<file path="src/rtl/alu_pipe.sv">
`default_nettype none
// ============================================================================
// Module   : alu_pipe
// Purpose  : Registered ALU with a valid/ready handshake on both sides.
//            Single-cycle operations return their result one cycle after
//            acceptance. Unsigned multiply runs as a shift-and-add sequence,
//            one partial-product bit per cycle. The output register holds
//            its result until the consumer takes it.
// Options  : ALU_SAT_EN - when defined, add/sub saturate on signed overflow
//            instead of wrapping.
// Ports    : clk, rst_n              clock, async active-low reset
//            in_valid/in_ready       operation handshake
//            a, b, cin, opcode       operands, carry in, operation select
//            shift_amt               shift/rotate distance
//            out_valid/out_ready     result handshake
//            res                     result
//            cout, zero, sign,
//            overflow                result flags
//            busy                    multiply in progress
// Revision : 1.0 - initial release
// ============================================================================
module alu_pipe #(
    parameter int WIDTH = 8,
    parameter int SHW   = $clog2(WIDTH)
) (
    input  logic             clk,
    input  logic             rst_n,
    input  logic             in_valid,
    output logic             in_ready,
    input  logic [WIDTH-1:0] a,
    input  logic [WIDTH-1:0] b,
    input  logic             cin,
    input  logic [3:0]       opcode,
    input  logic [SHW-1:0]   shift_amt,
    output logic             out_valid,
    input  logic             out_ready,
    output logic [WIDTH-1:0] res,
    output logic             cout,
    output logic             zero,
    output logic             sign,
    output logic             overflow,
    output logic             busy
);

    localparam int CW = $clog2(WIDTH + 1);

    localparam logic [3:0] OP_ADD = 4'b0000;
    localparam logic [3:0] OP_SUB = 4'b0001;
    localparam logic [3:0] OP_AND = 4'b0010;
    localparam logic [3:0] OP_OR  = 4'b0011;
    localparam logic [3:0] OP_XOR = 4'b0100;
    localparam logic [3:0] OP_NOT = 4'b0101;
    localparam logic [3:0] OP_INC = 4'b0110;
    localparam logic [3:0] OP_DEC = 4'b0111;
    localparam logic [3:0] OP_SHL = 4'b1000;
    localparam logic [3:0] OP_SHR = 4'b1001;
    localparam logic [3:0] OP_ROL = 4'b1010;
    localparam logic [3:0] OP_ROR = 4'b1011;
    localparam logic [3:0] OP_MUL = 4'b1100;

    localparam logic [WIDTH-1:0] MAX_POS = {1'b0, {(WIDTH-1){1'b1}}};
    localparam logic [WIDTH-1:0] MIN_NEG = {1'b1, {(WIDTH-1){1'b0}}};
    localparam logic [CW-1:0]    LAST_IT = CW'(WIDTH - 1);

    typedef enum logic [0:0] {
        S_IDLE = 1'b0,
        S_MUL  = 1'b1
    } state_t;

    state_t               state_q, state_d;
    logic [2*WIDTH-1:0]   mcand_q, mcand_d;
    logic [WIDTH-1:0]     mplier_q, mplier_d;
    logic [2*WIDTH-1:0]   acc_q, acc_d;
    logic [CW-1:0]        cnt_q, cnt_d;
    logic [WIDTH-1:0]     res_q, res_d;
    logic                 cout_q, cout_d;
    logic                 zero_q, zero_d;
    logic                 sign_q, sign_d;
    logic                 ovf_q, ovf_d;
    logic                 out_valid_q, out_valid_d;

    logic                 accept;
    logic [2*WIDTH-1:0]   mul_step;

    // ------------------------------------------------------------------
    // Single-cycle datapath
    // ------------------------------------------------------------------
    logic [WIDTH:0]       add_full, sub_full, inc_full;
    logic [WIDTH:0]       shl_ext, shr_ext;
    logic [SHW-1:0]       rot_amt;
    logic [WIDTH-1:0]     alu_res;
    logic                 alu_cout, alu_ovf;

    assign add_full = {1'b0, a} + {1'b0, b} + {{WIDTH{1'b0}}, cin};
    assign sub_full = {1'b0, a} - {1'b0, b} - {{WIDTH{1'b0}}, cin};
    assign inc_full = {1'b0, a} + {{WIDTH{1'b0}}, 1'b1};
    // One guard bit catches the last bit shifted out; it stays 0 for a zero shift.
    assign shl_ext  = {1'b0, a} << shift_amt;
    assign shr_ext  = {a, 1'b0} >> shift_amt;
    assign rot_amt  = SHW'({{(32-SHW){1'b0}}, shift_amt} % WIDTH);

    always_comb begin
        alu_res  = '0;
        alu_cout = 1'b0;
        alu_ovf  = 1'b0;
        case (opcode)
            OP_ADD: begin
                alu_res  = add_full[WIDTH-1:0];
                alu_cout = add_full[WIDTH];
                alu_ovf  = (a[WIDTH-1] == b[WIDTH-1]) &&
                           (add_full[WIDTH-1] != a[WIDTH-1]);
`ifdef ALU_SAT_EN
                // Overflow direction follows the sign of a.
                if (alu_ovf) alu_res = a[WIDTH-1] ? MIN_NEG : MAX_POS;
`endif
            end
            OP_SUB: begin
                alu_res  = sub_full[WIDTH-1:0];
                alu_cout = sub_full[WIDTH];
                alu_ovf  = (a[WIDTH-1] != b[WIDTH-1]) &&
                           (sub_full[WIDTH-1] != a[WIDTH-1]);
`ifdef ALU_SAT_EN
                if (alu_ovf) alu_res = a[WIDTH-1] ? MIN_NEG : MAX_POS;
`endif
            end
            OP_AND: alu_res = a & b;
            OP_OR:  alu_res = a | b;
            OP_XOR: alu_res = a ^ b;
            OP_NOT: alu_res = ~a;
            OP_INC: begin
                alu_res  = inc_full[WIDTH-1:0];
                alu_cout = inc_full[WIDTH];
                alu_ovf  = (a == MAX_POS);
            end
            OP_DEC: begin
                alu_res  = a - {{(WIDTH-1){1'b0}}, 1'b1};
                alu_cout = (a == '0);
                alu_ovf  = (a == MIN_NEG);
            end
            OP_SHL: begin
                alu_res  = shl_ext[WIDTH-1:0];
                alu_cout = shl_ext[WIDTH];
            end
            OP_SHR: begin
                alu_res  = shr_ext[WIDTH:1];
                alu_cout = shr_ext[0];
            end
            OP_ROL: alu_res = (a << rot_amt) | (a >> (WIDTH - int'(rot_amt)));
            OP_ROR: alu_res = (a >> rot_amt) | (a << (WIDTH - int'(rot_amt)));
            default: begin
                alu_res  = '0;
                alu_cout = 1'b0;
                alu_ovf  = 1'b0;
            end
        endcase
    end

    // ------------------------------------------------------------------
    // Control and output register
    // ------------------------------------------------------------------
    assign busy     = (state_q == S_MUL);
    assign in_ready = !busy && (!out_valid_q || out_ready);
    assign accept   = in_valid && in_ready;
    assign mul_step = acc_q + (mplier_q[0] ? mcand_q : '0);

    always_comb begin
        state_d     = state_q;
        mcand_d     = mcand_q;
        mplier_d    = mplier_q;
        acc_d       = acc_q;
        cnt_d       = cnt_q;
        res_d       = res_q;
        cout_d      = cout_q;
        zero_d      = zero_q;
        sign_d      = sign_q;
        ovf_d       = ovf_q;
        // A held result drops only when the consumer takes it.
        out_valid_d = out_valid_q && !out_ready;

        case (state_q)
            S_IDLE: begin
                if (accept) begin
                    if (opcode == OP_MUL) begin
                        // in_ready implies the output slot is free by now,
                        // so the product never collides with a held result.
                        state_d  = S_MUL;
                        mcand_d  = {{WIDTH{1'b0}}, a};
                        mplier_d = b;
                        acc_d    = '0;
                        cnt_d    = '0;
                    end else begin
                        res_d       = alu_res;
                        cout_d      = alu_cout;
                        ovf_d       = alu_ovf;
                        zero_d      = (alu_res == '0);
                        sign_d      = alu_res[WIDTH-1];
                        out_valid_d = 1'b1;
                    end
                end
            end
            S_MUL: begin
                acc_d    = mul_step;
                mcand_d  = mcand_q << 1;
                mplier_d = mplier_q >> 1;
                cnt_d    = cnt_q + CW'(1);
                if (cnt_q == LAST_IT) begin
                    state_d     = S_IDLE;
                    res_d       = mul_step[WIDTH-1:0];
                    cout_d      = |mul_step[2*WIDTH-1:WIDTH];
                    ovf_d       = |mul_step[2*WIDTH-1:WIDTH];
                    zero_d      = (mul_step[WIDTH-1:0] == '0);
                    sign_d      = mul_step[WIDTH-1];
                    out_valid_d = 1'b1;
                end
            end
            default: state_d = S_IDLE;
        endcase
    end

    always_ff @(posedge clk or negedge rst_n) begin
        if (!rst_n) begin
            state_q     <= S_IDLE;
            mcand_q     <= '0;
            mplier_q    <= '0;
            acc_q       <= '0;
            cnt_q       <= '0;
            res_q       <= '0;
            cout_q      <= 1'b0;
            zero_q      <= 1'b0;
            sign_q      <= 1'b0;
            ovf_q       <= 1'b0;
            out_valid_q <= 1'b0;
        end else begin
            state_q     <= state_d;
            mcand_q     <= mcand_d;
            mplier_q    <= mplier_d;
            acc_q       <= acc_d;
            cnt_q       <= cnt_d;
            res_q       <= res_d;
            cout_q      <= cout_d;
            zero_q      <= zero_d;
            sign_q      <= sign_d;
            ovf_q       <= ovf_d;
            out_valid_q <= out_valid_d;
        end
    end

    assign out_valid = out_valid_q;
    assign res       = res_q;
    assign cout      = cout_q;
    assign zero      = zero_q;
    assign sign      = sign_q;
    assign overflow  = ovf_q;

endmodule
`default_nettype wire
</file>
<file path="config.mk">
export PLATFORM = sky130hd
export DESIGN_NAME = alu_pipe
export DESIGN_NICKNAME = d
export VERILOG_FILES = /design/src/rtl/alu_pipe.sv
export SDC_FILE = /design/constraint.sdc
export NUM_CORES = 1
export LEC_CHECK = 0
export CAP_MARGIN = 20
export CORE_UTILIZATION = 45
export DETAILED_ROUTE_END_ITERATION = 6
export HOLD_SLACK_MARGIN = 0.12
export PLACE_DENSITY_LB_ADDON = 0.1
export REMOVE_ABC_BUFFERS = 1
export SYNTH_ARGS = -nofsm -noshare
export SYNTH_HDL_FRONTEND = slang
export SYNTH_SLANG_ARGS = --single-unit
</file>
<file path="constraint.sdc">
create_clock -name clk -period 4.8 [get_ports clk]
set_input_delay 0.96 -clock clk [delete_from_list [all_inputs] [get_ports clk]]
set_output_delay 0.96 -clock clk [all_outputs]
set_load 0.005 [all_outputs]
</file>
### After elaboration in Yosys (flattened, before gate mapping)

Cells that the tools add are included.

* input port bits: 28
* bits in registers: 58
* output and inout port bits: 15
* bits in latches: 0
* memories kept: 0
* word-level logic and storage cells: 115
* RAM bits: 0
* memory bits (read-only): 0

* bitwise logic cells: 7
* $add $sub $neg: 9
* $lt $le $gt $ge: 0
* multiply operators: 0
* shift-type cells: 6
* equal/unequal tests: 23
* reductions and logical operators: 16
* div/mod/pow operators: 0
* muxes and demuxes: 43

Operator list (number)
* $pmux W8 S12: 1
* $mux W16: 5
* $pmux W16 S2: 2
* $mux W8: 5
* $pmux W8 S2: 2
* $shl A8 B32 Y8: 1
* $shr A8 B32 Y8: 1
* $logic_not A8 Y1: 3
* $or A8 B8 Y8: 3
* $eq A4 B3 Y1 const B: 5
* $eq A4 B4 Y1 const B: 5
* $mux W1: 17
* $add A16 B16 Y16: 1
* $pmux W1 S2: 6
* $add A8 B1 Y9 const B: 1
* $add A8 B8 Y9: 1
* $add A9 B1 Y9: 1
* $shl A8 B3 Y9: 1
* $shr A9 B3 Y9: 1
* $sub A8 B8 Y9: 1
* $sub A9 B1 Y9: 1
* $and A8 B8 Y8: 1
* $eq A4 B2 Y1 const B: 2
* $eq A8 B7 Y1 const B: 1
* other kinds (25): 36

### Logic depth before layout (Yosys ltp)

* depth in word-level cells: 8
* gate-level depth with buffers: 15
* gate-level depth less buffers: 12

### Least setup slack after synthesis

Ideal clock, no wire load.

* path type: input-to-reg
* start point: input port a[3]
* end point: register res_q[7], in the netlist res[7]
* setup time: 0.137 ns
* path slack: 1.202 ns
* path buffers: 2
* required time: 4.663 ns
* arrival: 3.461 ns
* stages: 13
* cell sequence: buf_2 clkbuf_1 inv_1 ha_1 ha_1 nor3_1 a211oi_1 a21o_1 a21oi_1 xnor2_1 a221o_1 mux2i_1 a21oi_1

* longest elaborated chain between the ends: 6
* elaborated cells between the ends (all ways): 18
* classes of those cells: add/sub (6); shift (6); mux (4); bitwise (2)

RTL lines
* from (decl): line 30 `input logic [WIDTH-1:0] a,`
* $sub A8 B8 Y9, or another cell as far along: line 95 `assign sub_full = {1'b0, a} - {1'b0, b} - {{WIDTH{1'b0}}, cin};`
* $sub A9 B1 Y9, or another cell as far along: line 95
* $pmux W8 S12 *: line 106 `case (opcode)`
* $mux W8 *: line 183 `if (opcode == OP_MUL) begin`
* $mux W8 *: line 182 `if (accept) begin`
* $pmux W8 S2 *: line 180 `case (state_q)`
* to (signal assigned): line 239 `res_q <= res_d;`
* to (decl): line 75 `logic [WIDTH-1:0] res_q, res_d;`

Every way passes the cells marked *; elsewhere a longest branch is shown, timed or not. The select of a mux whose other input is x is not followed.
A chain may end at the register's enable or synchronous reset.

### Worst setup path in the final report

* start point: input port a[0]
* end point: register zero_q, in the netlist zero

* longest elaborated chain between the ends: 7
* elaborated cells between the ends (all ways): 23
* classes of those cells: add/sub (6); shift (6); mux (4); bitwise (6); reduce/logical (1)

RTL lines
* $sub A8 B8 Y9, or another cell as far along: line 95
* $sub A9 B1 Y9, or another cell as far along: line 95
* $pmux W8 S12 *: line 106
* $logic_not A8 Y1 *: line 195 `zero_d = (alu_res == '0);`
* $mux W1 *: line 183
* $mux W1 *: line 182
* $pmux W1 S2 *: line 180
* to (signal assigned): line 241 `zero_q <= zero_d;`
* to (decl): line 77 `logic zero_q, zero_d;`

Marks and branches as above.

==> results.yml <==
synthesis:
  async_flop_share_pct: 100
  synth_xor_area_share_pct: 5.25
  seq_area_frac_synth_pct: 22.2
  synth-simple-area-share_pct: 18.7
  synth_seq_cells: 57
  synth-edff-count: 0
  synth_top_area_share_pct: 22.2
  yosys-top-cells-count: "62 x nor2_1, 57 x dfrtp_1, 53 x nand2_1"
  synth_compound_area_share_pct: 24.5
  synthMuxAreaShare_pct: 11.3
  synth_cells: 754
  ys_types: 80
  synth_top_family_by_area: "compound AO/OA/AOI/OAI gates"
  synth_area_leader_cell: "dfrtp_1"
  avgSynthCellArea_um2: 8.50
  synth_ff_type: "dfrtp_1"
  yosysWarnings: 0
  synth_area_leaders: "dfrtp_1 22%, ha_1 10%, mux2i_1 5.6%, mux4_2 4.6%, nor2_1 3.6%"
  syn_area_um2: 6410
  yosys.area_share.adder_pct: 11.5
  yosys.cell_count.top_type: "nor2_1"
placed_design:
  dpl_cell_area_um2: 6980
  place_inst: 946
  port_buffers: 42
  gp_congestion: 0.939
  dpl.hpwl_mm: 15.1
floorplanning:
  core-area_um2: 13900
  pin_count: 43
  dieArea_um2: 14700
  fp-row-count: 43
  start_util_pct: 46.2
  die_w_um: 121
  die_y_um: 121
power:
  power.share.clock_pct: 19.9
  p_seq_share_pct: 27.9
  leakage_uw: 0.00310
  power_frac_comb_pct: 52.2
  irDropWorstVdd_mv: 0.219
  switching_share_pct: 41.6
  p_int_uw: 1880
  power_density_nw_per_um2: 442
  p_switching_uw: 1340
route:
  drtAntennaViolNets: 0
  vias: 6068
  first_pass_iters: 5
  vias_per_cell: 6.31
  first_iter_violations: 566
  drt-total-wl_mm: 20.0
  route.detailed.drc: 0
  avgRoutedWirePerCell_um: 20.8
hold_path:
  timing.hold.worst_endpoint: "mplier_q[7]"
  hold_path_depth: 2
  min-delay-start: "mplier_q[7]"
  hold_path.class: "reg2reg"
timing:
  rsz0062_at_grt: "no"
  clock.fmax_mhz: 256
  setup_tns_ps: 0
  fin_crit_sh_pct: 81.3
  fin_skew_ps: 8.10
  hold_violations: 0
  final.min_clock_period_ps: 3900
  timing.hold.ws_ps: 473
  setup_violations: 0
  drv_slew: 0
  slew_headroom_pct: 52.6
  worst_slew_pin_slew_ps: 702
layout:
  diodes: 0
  final_nets: 861
  fillers: 1331
  syn2layout_area_growth_pct: 13.6
  fin_area_um2: 7280
  layout-drive-gt1-share_pct: 10.4
  final_util_pct: 52.5
  fin_cells: 962
global_route:
  grt_max_degree: 41
  antenna_found_initial: 0
  grt_usage_pct: 28.0
  overflow: 0
  grt_pass1_wl_mm: 31.7
  grt_pass1_vias: 5815
clock_tree:
  cts.sinks: 57
  cts_resized: 0
  cts_setup_buffers: 0
  clockBufferDepth: 2
  cts_buffers: 9
  cts_tree: "yes"
  clk_pin_slew_ps: 50
  clock_latency_ps: 330
  cts_max_level: 3
  clockRootBuffer: "clkbuf_16"
  ctsHoldBuffers: 0
worst_setup_path:
  reg2reg_depth: 11
  arrival_ps: 4170
  crit-reg2reg-launch: "mplier_q[0]"
  startpoint_type: "primary input"
  crit_fanout: 4
  rr_endpoint: "cout"
  path_class: "in2reg"
  r2r_setup_slack_ps: 1260
  crit_required_ps: 5070
  end_kind: "flip-flop"
outcome:
  status: "completed"
flow_run:
  maxCapViolCount: 0
## per-stage QoR
step / setup WS [ps] / power, uW
floorplan: 743 / 1980
global placement: 625 / 2540
detailed placement: 644 / 2570
CTS: 970 / 3230
global route: 705 / 3460
finish: 897 / 3220
## cells by family (layout without fill, tap and decap cells)
| kind of cell | after synthesis | after routing |
|---|---|---|
| AO/OA/AOI/OAI | 223 | 223 |
| XOR/XNOR | 36 | 36 |
| adder cells (fa/ha/maj) | 56 | 56 |
| buffers and inverters | 91 | 119 |
| flip-flops | 57 | 57 |
| multiplexers | 54 | 54 |
| AND/OR/NAND/NOR | 237 | 237 |
## sequential cells by signal (all words and copies together), names as in the netlist, 4 cells and up
register  flops
acc_q        16
cnt_q         4
mcand_q      16
mplier_q      8
res           8
## cell type report
class	count	area, um^2	share of cell area, %
Clock inverter	5	55.1	0.756
Clock buffer	11	243	3.33
Sequential cell	57	1430	19.6
Inverter	35	131	1.80
Tap cell	180	225	3.09
Timing Repair Buffer	68	611	8.39
Multi-Input combinational cell	606	4590	63.0
## metal layers
layer | vias up | part of all wire [%] | GRT usage (%)
li1 | 2852 | - | -
met1 | 2931 | 45 | 37.1
met2 | 242 | 46 | 45.1
met3 | 43 | 5.4 | 4.98
met4 | 0 | 3.2 | 10.6
met5 | - | 0 | 0
## worst max path at each step
stage | startpoint | end | slack, ps
6_report | a[0] | zero | 900
5_1_grt | a[0] | zero | 700
4_1_cts | b[0] | zero | 970
3_5_place_dp | b[0] | zero | 640
3_3_place_gp | b[0] | zero | 630
2_1_floorplan | busy | mcand_q[1] | 740
## cell usage in the layout, fill, tap and decap left out, types with 13 or more instances in the layout
master and n:
a21oi_1 41, clkdlybuf4s50_1 41, ha_1 51, nand2b_1 16, buf_4 26, and2_1 16, xnor2_1 23, dfrtp_1 56
o21ai_0 37, a22o_1 25, nand2_1 53, nand3_1 14, mux4_2 13, mux2i_1 36, nor2_1 62, inv_1 33
nor3_1 22
## power groups by stage
stage	combinational (uW)	clock [uW]	sequential, uW
after floorplan	1100	0	885
after global placement	1640	0	897
after detailed placement	1660	0	907
after CTS	1670	653	899
after global routing	1850	680	929
final	1680	640	896
## worst max-delay path: stages
cell and delay [ps]:
clkdlybuf4s50_1 510, fa_1 620, ha_1 250, xnor2_1 130, o22ai_1 100, nor4_1 360, o21ai_0 190, o31ai_1 460
nor3b_1 230, nor4b_2 210, a21o_1 140
No activity file was read; power rests on OpenSTA's default activity.
